### src/rtl/mem_ctrl_pkg.sv
// +--------------------------------------------------------------------+
// | mem_ctrl_pkg: shared encodings for the byte-serial memory controller|
// | rev 1.0                                                            |
// +--------------------------------------------------------------------+
`default_nettype none

package mem_ctrl_pkg;

    typedef enum logic [1:0] {
        SZ_BYTE = 2'd0,
        SZ_HALF = 2'd1,
        SZ_WORD = 2'd2,
        SZ_ILL  = 2'd3
    } size_e;

    typedef enum logic [1:0] {
        ST_IDLE   = 2'd0,
        ST_IF_RD  = 2'd1,
        ST_MEM_RD = 2'd2,
        ST_MEM_WR = 2'd3
    } state_e;

    localparam logic [2:0] IF_BYTES = 3'd4;

    // Illegal size 3 falls into the word case.
    function automatic logic [2:0] size_bytes(input logic [1:0] size);
        case (size)
            2'd0:    return 3'd1;
            2'd1:    return 3'd2;
            default: return 3'd4;
        endcase
    endfunction

endpackage

`default_nettype wire

### src/rtl/mem_ctrl_if.sv
// +--------------------------------------------------------------------+
// | mem_ctrl_if: requester (IF/MEM) and RAM port bundle for mem_ctrl   |
// | rev 1.0                                                            |
// +--------------------------------------------------------------------+
`default_nettype none

interface mem_ctrl_if #(parameter int ADDR_W = 32);

    logic              if_req_in;
    logic [31:0]       if_addr_in;
    logic              if_done_out;
    logic [31:0]       if_inst_out;
    logic              flush_in;
    logic              mem_load_in;
    logic              mem_store_in;
    logic [31:0]       mem_addr_in;
    logic [1:0]        mem_size_in;
    logic              mem_signed_in;
    logic [31:0]       mem_wdata_in;
    logic              mem_done_out;
    logic [31:0]       mem_rdata_out;
    logic [ADDR_W-1:0] ram_addr_out;
    logic              ram_wr_out;
    logic [7:0]        ram_dout_out;
    logic [7:0]        ram_din_in;

    modport slave (
        input  if_req_in, if_addr_in, flush_in,
        input  mem_load_in, mem_store_in, mem_addr_in, mem_size_in,
        input  mem_signed_in, mem_wdata_in, ram_din_in,
        output if_done_out, if_inst_out, mem_done_out, mem_rdata_out,
        output ram_addr_out, ram_wr_out, ram_dout_out
    );

    modport master (
        output if_req_in, if_addr_in, flush_in,
        output mem_load_in, mem_store_in, mem_addr_in, mem_size_in,
        output mem_signed_in, mem_wdata_in, ram_din_in,
        input  if_done_out, if_inst_out, mem_done_out, mem_rdata_out,
        input  ram_addr_out, ram_wr_out, ram_dout_out
    );

endinterface

`default_nettype wire

### src/rtl/mem_ctrl_ld_extend.sv
// +--------------------------------------------------------------------+
// | ld_extend: combinational byte/half/word load sign/zero extender    |
// | rev 1.0                                                            |
// +--------------------------------------------------------------------+
`default_nettype none

module ld_extend
    import mem_ctrl_pkg::*;
(
    input  logic [31:0] i_raw,
    input  size_e       i_size,
    input  logic        i_signed,
    output logic [31:0] o_data
);

    always_comb begin
        o_data = i_raw;
        case (i_size)
            SZ_BYTE: o_data = {{24{i_signed & i_raw[7]}},  i_raw[7:0]};
            SZ_HALF: o_data = {{16{i_signed & i_raw[15]}}, i_raw[15:0]};
            default: o_data = i_raw;
        endcase
    end

endmodule

`default_nettype wire

### src/rtl/mem_ctrl.sv
// +--------------------------------------------------------------------+
// | mem_ctrl: arbitrates IF/MEM onto one byte-wide synchronous RAM port|
// | rev 1.0                                                            |
// +--------------------------------------------------------------------+
`default_nettype none

module mem_ctrl
    import mem_ctrl_pkg::*;
#(
    parameter int ADDR_W = 32
) (
    input  logic     clk_in,
    input  logic     rst_in,
    mem_ctrl_if.slave bus
);

    state_e            state_q, state_d;
    logic [2:0]        cnt_q, cnt_d;
    logic [2:0]        nbytes_q, nbytes_d;
    logic              last_was_mem_q, last_was_mem_d;
    logic [ADDR_W-1:0] base_q, base_d;
    logic [ADDR_W-1:0] addr_q, addr_d;
    size_e             size_q, size_d;
    logic              signed_q, signed_d;
    logic [31:0]       wdata_q, wdata_d;
    logic [31:0]       buf_q, buf_d;
    logic              wr_q, wr_d;
    logic [7:0]        dout_q, dout_d;
    logic              if_done_q, if_done_d;
    logic [31:0]       if_inst_q, if_inst_d;
    logic              mem_done_q, mem_done_d;
    logic [31:0]       mem_rdata_q, mem_rdata_d;

    logic [2:0]        w_next_off;
    logic [1:0]        w_cap_sel;
    logic [ADDR_W-1:0] w_next_addr;
    logic [31:0]       w_buf_cap;
    logic [31:0]       w_ext;
    logic              w_mem_req;
    logic              w_if_ok;
    logic              w_grant_if;

    // cnt_q counts edges since the grant: address cnt+1 is issued while byte cnt-1 arrives.
    assign w_next_off  = cnt_q + 3'd1;
    assign w_cap_sel   = cnt_q[1:0] - 2'd1;
    assign w_next_addr = base_q + ADDR_W'(w_next_off);
    assign w_mem_req   = bus.mem_load_in | bus.mem_store_in;
    assign w_if_ok     = bus.if_req_in & ~bus.flush_in;
    assign w_grant_if  = w_if_ok & (last_was_mem_q | ~w_mem_req);

    always_comb begin
        w_buf_cap = buf_q;
        w_buf_cap[{w_cap_sel, 3'b000} +: 8] = bus.ram_din_in;
    end

    ld_extend u_ld_extend (
        .i_raw    (w_buf_cap),
        .i_size   (size_q),
        .i_signed (signed_q),
        .o_data   (w_ext)
    );

    always_comb begin
        state_d        = state_q;
        cnt_d          = cnt_q;
        nbytes_d       = nbytes_q;
        last_was_mem_d = last_was_mem_q;
        base_d         = base_q;
        addr_d         = addr_q;
        size_d         = size_q;
        signed_d       = signed_q;
        wdata_d        = wdata_q;
        buf_d          = buf_q;
        wr_d           = 1'b0;
        dout_d         = dout_q;
        if_done_d      = 1'b0;
        if_inst_d      = if_inst_q;
        mem_done_d     = 1'b0;
        mem_rdata_d    = mem_rdata_q;
        case (state_q)
            ST_IDLE: begin
                // A done cycle is a forced turnaround: no grant at this edge.
                if (!if_done_q && !mem_done_q) begin
                    if (w_grant_if) begin
                        state_d        = ST_IF_RD;
                        base_d         = bus.if_addr_in[ADDR_W-1:0];
                        addr_d         = bus.if_addr_in[ADDR_W-1:0];
                        nbytes_d       = IF_BYTES;
                        cnt_d          = 3'd0;
                        last_was_mem_d = 1'b0;
                    end else if (w_mem_req) begin
                        base_d         = bus.mem_addr_in[ADDR_W-1:0];
                        addr_d         = bus.mem_addr_in[ADDR_W-1:0];
                        nbytes_d       = size_bytes(bus.mem_size_in);
                        size_d         = size_e'(bus.mem_size_in);
                        signed_d       = bus.mem_signed_in;
                        wdata_d        = bus.mem_wdata_in;
                        cnt_d          = 3'd0;
                        last_was_mem_d = 1'b1;
                        if (bus.mem_store_in) begin
                            state_d = ST_MEM_WR;
                            wr_d    = 1'b1;
                            dout_d  = bus.mem_wdata_in[7:0];
                        end else begin
                            state_d = ST_MEM_RD;
                        end
                    end
                end
            end
            ST_IF_RD, ST_MEM_RD: begin
                if (state_q == ST_IF_RD && bus.flush_in) begin
                    state_d = ST_IDLE;
                end else begin
                    if (w_next_off < nbytes_q) begin
                        addr_d = w_next_addr;
                    end
                    if (cnt_q != 3'd0) begin
                        buf_d = w_buf_cap;
                    end
                    if (cnt_q == nbytes_q) begin
                        state_d = ST_IDLE;
                        if (state_q == ST_IF_RD) begin
                            if_done_d = 1'b1;
                            if_inst_d = w_buf_cap;
                        end else begin
                            mem_done_d  = 1'b1;
                            mem_rdata_d = w_ext;
                        end
                    end else begin
                        cnt_d = w_next_off;
                    end
                end
            end
            ST_MEM_WR: begin
                if (w_next_off < nbytes_q) begin
                    addr_d = w_next_addr;
                    dout_d = wdata_q[{w_next_off[1:0], 3'b000} +: 8];
                    wr_d   = 1'b1;
                    cnt_d  = w_next_off;
                end else begin
                    state_d    = ST_IDLE;
                    mem_done_d = 1'b1;
                end
            end
            default: state_d = ST_IDLE;
        endcase
    end

    always_ff @(posedge clk_in or negedge rst_in) begin
        if (!rst_in) begin
            state_q        <= ST_IDLE;
            cnt_q          <= 3'd0;
            nbytes_q       <= 3'd0;
            last_was_mem_q <= 1'b0;
            base_q         <= '0;
            addr_q         <= '0;
            size_q         <= SZ_BYTE;
            signed_q       <= 1'b0;
            wdata_q        <= 32'd0;
            buf_q          <= 32'd0;
            wr_q           <= 1'b0;
            dout_q         <= 8'd0;
            if_done_q      <= 1'b0;
            if_inst_q      <= 32'd0;
            mem_done_q     <= 1'b0;
            mem_rdata_q    <= 32'd0;
        end else begin
            state_q        <= state_d;
            cnt_q          <= cnt_d;
            nbytes_q       <= nbytes_d;
            last_was_mem_q <= last_was_mem_d;
            base_q         <= base_d;
            addr_q         <= addr_d;
            size_q         <= size_d;
            signed_q       <= signed_d;
            wdata_q        <= wdata_d;
            buf_q          <= buf_d;
            wr_q           <= wr_d;
            dout_q         <= dout_d;
            if_done_q      <= if_done_d;
            if_inst_q      <= if_inst_d;
            mem_done_q     <= mem_done_d;
            mem_rdata_q    <= mem_rdata_d;
        end
    end

    assign bus.if_done_out   = if_done_q;
    assign bus.if_inst_out   = if_inst_q;
    assign bus.mem_done_out  = mem_done_q;
    assign bus.mem_rdata_out = mem_rdata_q;
    assign bus.ram_addr_out  = addr_q;
    assign bus.ram_wr_out    = wr_q;
    assign bus.ram_dout_out  = dout_q;

endmodule

`default_nettype wire
### src/flat_wrapper.sv
// flat-port wrapper written by rule: the top's interface ports become plain ports
module mem_ctrl_flat import mem_ctrl_pkg::*;
#(
    parameter int ADDR_W = 32
)
  (clk_in, rst_in, bus_if_req_in, bus_if_addr_in, bus_flush_in, bus_mem_load_in, bus_mem_store_in, bus_mem_addr_in, bus_mem_size_in, bus_mem_signed_in, bus_mem_wdata_in, bus_ram_din_in, bus_if_done_out, bus_if_inst_out, bus_mem_done_out, bus_mem_rdata_out, bus_ram_addr_out, bus_ram_wr_out, bus_ram_dout_out);
  mem_ctrl_if #(.ADDR_W(ADDR_W)) bus_i ();
  input  logic clk_in;
  input  logic rst_in;
  input wire logic [$bits(bus_i.if_req_in)-1:0] bus_if_req_in;
  input wire logic [$bits(bus_i.if_addr_in)-1:0] bus_if_addr_in;
  input wire logic [$bits(bus_i.flush_in)-1:0] bus_flush_in;
  input wire logic [$bits(bus_i.mem_load_in)-1:0] bus_mem_load_in;
  input wire logic [$bits(bus_i.mem_store_in)-1:0] bus_mem_store_in;
  input wire logic [$bits(bus_i.mem_addr_in)-1:0] bus_mem_addr_in;
  input wire logic [$bits(bus_i.mem_size_in)-1:0] bus_mem_size_in;
  input wire logic [$bits(bus_i.mem_signed_in)-1:0] bus_mem_signed_in;
  input wire logic [$bits(bus_i.mem_wdata_in)-1:0] bus_mem_wdata_in;
  input wire logic [$bits(bus_i.ram_din_in)-1:0] bus_ram_din_in;
  output wire logic [$bits(bus_i.if_done_out)-1:0] bus_if_done_out;
  output wire logic [$bits(bus_i.if_inst_out)-1:0] bus_if_inst_out;
  output wire logic [$bits(bus_i.mem_done_out)-1:0] bus_mem_done_out;
  output wire logic [$bits(bus_i.mem_rdata_out)-1:0] bus_mem_rdata_out;
  output wire logic [$bits(bus_i.ram_addr_out)-1:0] bus_ram_addr_out;
  output wire logic [$bits(bus_i.ram_wr_out)-1:0] bus_ram_wr_out;
  output wire logic [$bits(bus_i.ram_dout_out)-1:0] bus_ram_dout_out;
  assign bus_i.if_req_in = bus_if_req_in;
  assign bus_i.if_addr_in = bus_if_addr_in;
  assign bus_i.flush_in = bus_flush_in;
  assign bus_i.mem_load_in = bus_mem_load_in;
  assign bus_i.mem_store_in = bus_mem_store_in;
  assign bus_i.mem_addr_in = bus_mem_addr_in;
  assign bus_i.mem_size_in = bus_mem_size_in;
  assign bus_i.mem_signed_in = bus_mem_signed_in;
  assign bus_i.mem_wdata_in = bus_mem_wdata_in;
  assign bus_i.ram_din_in = bus_ram_din_in;
  assign bus_if_done_out = bus_i.if_done_out;
  assign bus_if_inst_out = bus_i.if_inst_out;
  assign bus_mem_done_out = bus_i.mem_done_out;
  assign bus_mem_rdata_out = bus_i.mem_rdata_out;
  assign bus_ram_addr_out = bus_i.ram_addr_out;
  assign bus_ram_wr_out = bus_i.ram_wr_out;
  assign bus_ram_dout_out = bus_i.ram_dout_out;
  mem_ctrl #(.ADDR_W(ADDR_W)) u_core (.clk_in(clk_in), .rst_in(rst_in), .bus(bus_i));
endmodule
### config.mk
export PLATFORM = sky130hd
export DESIGN_NAME = mem_ctrl_flat
export DESIGN_NICKNAME = d
export VERILOG_FILES = /design/src/rtl/mem_ctrl_pkg.sv /design/src/rtl/mem_ctrl_if.sv /design/src/rtl/mem_ctrl_ld_extend.sv /design/src/rtl/mem_ctrl.sv /design/src/flat_wrapper.sv
export SDC_FILE = /design/constraint.sdc
export NUM_CORES = 1
export LEC_CHECK = 0
export BUFFER_PORTS_ARGS = -buffer_cell sky130_fd_sc_hd__buf_2
export CAP_MARGIN = 30
export CORE_UTILIZATION = 41
export DETAILED_ROUTE_END_ITERATION = 10
export PLACE_DENSITY = 0.69
export RECOVER_POWER = 50
export REMOVE_ABC_BUFFERS = 1
export SYNTH_ARGS = -nofsm -noshare
export SYNTH_HDL_FRONTEND = slang
export SYNTH_HIERARCHICAL = 1
export SYNTH_SLANG_ARGS = --single-unit
### constraint.sdc
create_clock -name clk_in -period 3.4 [get_ports clk_in]
set_input_delay 0.51 -clock clk_in [delete_from_list [all_inputs] [get_ports clk_in]]
set_output_delay 0.51 -clock clk_in [all_outputs]
set_load 0.05 [all_outputs]
==> summary.md <==
| Metric | Value |
|---|---|
| PwrDens | 1110 nW/um^2 |
| DR vias | 8375 |
| Fill cells | 2419 |
| Reg area | about 5400 sq um |
| Total track usage | 0.208 |
| Arrival time worst endpoint | approximately 3.5 ns |
| Mapped cell area | around 11000 sq um |
| Fmax | 0.330 GHz |
| Failing checks | capacitance limit, slew limit |
| Fraction of layout cells with a size suffix above 1 | 0.290 |
| Ys async rst share | 1.00 |
| TritonCTS clock tree | done |
| DR iter-0 viols | 435 |
| Max VDD drop | 562 uV |
| Largest net degree at the start of global routing | 96 |
| Hold Violations, Final | 0 |
| Crit share post-route | 0.890 |
| Worst-Margin Slew | 2.48 ns |
| Outcome | finished with violations |
| Max Cap Viol | 1 |
| First-pass GRT wire length | ~44000 um |
| Final Skew | just under 0.008 ns |
| # IOs | 220 |
| Commonest cells post-synth | 215 x dfrtp_1, 114 x nand2_1, 91 x mux2_2, 91 x o21ai_0, 67 x a21oi_1 |
| Die ar. | 27200 sq um |
| CP cell instances | inv_1 -> ha_1 -> buf_4 -> nand2_1 -> nor3_1 -> a21oi_1 -> inv_1 -> mux2i_4 -> o21ai_0 -> mux2_2 |
| Area occupied by multi-input gates | between 4000 and 5000 sq um |
| Vias in the first global route | about 8400 |
| Critical Path RT | between 3 and 4 ns |
| Slowest stage delay, CP | 0.68 ns |
| Hold Path Class | input pin to register |
| WHS | between 0.2 and 0.25 ns |
| DR pass1 iterations | 5 |
| Max-slew headroom | -0.655 |
| Cell row count | between 50 and 60 |
| Synth area leaders | dfrtp_1 49%, mux2_2 9.4%, o21ai_0 4.2%, nand2_1 3.9%, a21oi_1 3.1% |
| Die height | around 160 um |
| CP endpoint kind | register |
| Critical path's most frequent cell | inv_1 |
| H-tree levels | 1 |
| Clk_lat worst skew | about 0.52 ns |
| Grt total ovfl | 0 |
| Synth warn | 6 |
| Clk sinks | about 220 |
| Worst-path maximum fanout | 16 |
| Pleak | 0.00625 uW |
| Synth area leader | dfrtp_1 |
| Crit path kind | register to register |
| Nets | around 1400 |
| Critical Path Source Type | register |
| Synth Instances | just over 1000 |
| P&R area growth vs syn | 19.6% |
| Clock Tree Root | clkbuf_16 |
| Antenna Nets Post-Route | 0 |
| Cell variety after synth | 75 |
| Slew Limit Fails | 95 |
| Seq/Total Area, Yosys | 0.494 |
| RSZ-0062 raised after global routing | false |
| Final WL | about 28000 um |
| Clock transition at path regs | 0.06 ns |
| Synthesis-stage register bit count | roughly 220 |
| Placement Setup Slack | roughly 0.30 ns |
| TritonCTS buffer count | 25 |
| Yosys top cell area share | 0.494 |
| Post-synth EDFFs | 0 |
| Initial antenna violation count | 2 |
| Initial Util | 0.418 |
| Main synth FF type | dfrtp_1 |
| Vias/cell | around 5.3 |
| Hpwl dp | between 15000 and 20000 um |
| Crit-path slowest cell | nor3_1 |
| Syn_area_per_cell | between 10 and 15 sq um |
| DR WL/cell | 17.7 um |
| CTS Buffer Depth | 3 |
| Gpl congestion | approximately 0.84 |
| DRC | 0 |
| I/O Buffers | ~220 |
| Post-route setup slack | approximately 0.37 ns |
| Die width | between 150 and 200 um |
| Setup bufs post-CTS | 0 |
| Core area | roughly 26000 sq um |
| Setup-failing EPs final | 0 |
| Final min period | between 3 and 4 ns |
| Count leader, synth | dfrtp_1 |
[layer usage]
layer,vias up,routed length [um],global-route usage
met5,-,11,0
met3,44,2010,0.0485
met4,2,660,0.0567
met2,266,13300,0.351
met1,4086,11900,0.266
li1,3977,-,-
[logic make-up after synthesis]
family | Yosys count | synth area share
AO/OA/AOI/OAI | 227 | 0.129
XOR/XNOR | 31 | 0.0256
adder cells (fa/ha/maj) | 17 | 0.0202
buffers and inverters | 116 | 0.0529
flip-flops | 215 | 0.494
multiplexers | 142 | 0.152
AND/OR/NAND/NOR | 269 | 0.126
[flip-flops by register name, summed over array words and instances (netlist names)]
signal,cells
u_core/base_q,32
u_core/bus.mem_rdata_out,32
u_core/wdata_q,32
u_core/nbytes_q,3
u_core/bus.mem_done_out,1
u_core/bus.ram_dout_out,8
u_core/bus.if_done_out,1
u_core/last_was_mem_q,1
u_core/bus.if_inst_out,32
u_core/cnt_q,3
u_core/signed_q,1
u_core/buf_q,32
u_core/bus.ram_addr_out,32
u_core/state_q,2
u_core/bus.ram_wr_out,1
u_core/size_q,2
[layout make-up]
class	count	area share
Inverter	52	0.0150
Clock buffer	38	0.0572
Sequential cell	215	0.413
Multi-Input combinational cell	686	0.380
Tap cell	335	0.0322
Timing Repair Buffer	241	0.0943
Antenna cell	1	0.000192
Clock inverter	8	0.00778
[cells in the final DEF (no fill, tap or decap), types with 9 or more instances in the layout]
cell type / netlist / routed
nor2b_1: 33 / 33
xor2_1: 16 / 16
a21oi_1: 67 / 67
dfrtp_1: 215 / 214
buf_2: 19 / 166
clkbuf_16: 0 / 25
o21ai_0: 91 / 91
ha_1: 16 / 16
buf_4: 15 / 17
mux2_1: 9 / 9
mux2i_1: 33 / 33
nand3_1: 18 / 17
a221o_1: 10 / 10
xnor2_1: 14 / 14
nor3_1: 18 / 19
nor2_1: 40 / 40
clkbuf_1: 21 / 58
inv_1: 51 / 51
mux2_2: 91 / 91
nand2_1: 114 / 114
[report_power, final]
part / total (uW) / internal (uW) / switching [uW] / leakage (uW)
Sequential: 4510 / 3670 / 840 / 0.00272
Combinational: 7200 / 2600 / 4600 / 0.00313
Clock: 2730 / 1660 / 1070 / 0.000407
Total: 14400 / 7930 / 6510 / 0.00625
[repair_timing]
item / CTS / global route
setup endpoints to repair: 0 / 2
resized for setup: 0 / 1
hold buffers: 0 / 0
[final timing paths]
kind                                              startpoint                                  endpoint  slack (ns)  cells after the start
worst max-delay path             u_core/cnt_q[0]$_DFFE_PN0P_  u_core/bus.mem_rdata_out[19]$_DFFE_PN0P_        0.37                     10
worst min-delay path                    bus_mem_wdata_in[25]            u_core/wdata_q[25]$_DFFE_PN0P_        0.21                      2
worst max register to register   u_core/cnt_q[0]$_DFFE_PN0P_  u_core/bus.mem_rdata_out[19]$_DFFE_PN0P_        0.37                     10
worst min register to register  u_core/buf_q[16]$_DFFE_PN0P_              u_core/buf_q[16]$_DFFE_PN0P_        0.47                      2
max in group asynchronous                             rst_in    u_core/bus.if_inst_out[21]$_DFFE_PN0P_        0.71                      2
min in group asynchronous                             rst_in             u_core/base_q[25]$_DFFE_PN0P_        0.71                      1
[through the flow]
step	area [sq um]	setup TNS [ns]	cells	utilization	total power, uW
6_report	13000	0	1576	0.500	14400
5_1_grt	13000	0	1576	0.500	15400
4_1_cts	13100	0	1575	0.503	14600
3_5_place_dp	12300	0	1529	0.471	11800
3_3_place_gp	12200	0	1528	0.470	11600
2_1_floorplan	10500	-129.17	953	-	9710
[critical path, delay by kind of cell (launching register included)]
family | cells | cell delay (ns)
adders and majority gates | 1 | 0.43
DFF | 1 | 0.45
buffers and inverters | 3 | 0.52
muxes | 2 | 0.37
and+or+nand+nor | 2 | 0.73
AOI/OAI and AO/OA | 2 | 0.46
Power figures use the tool's default switching activity.
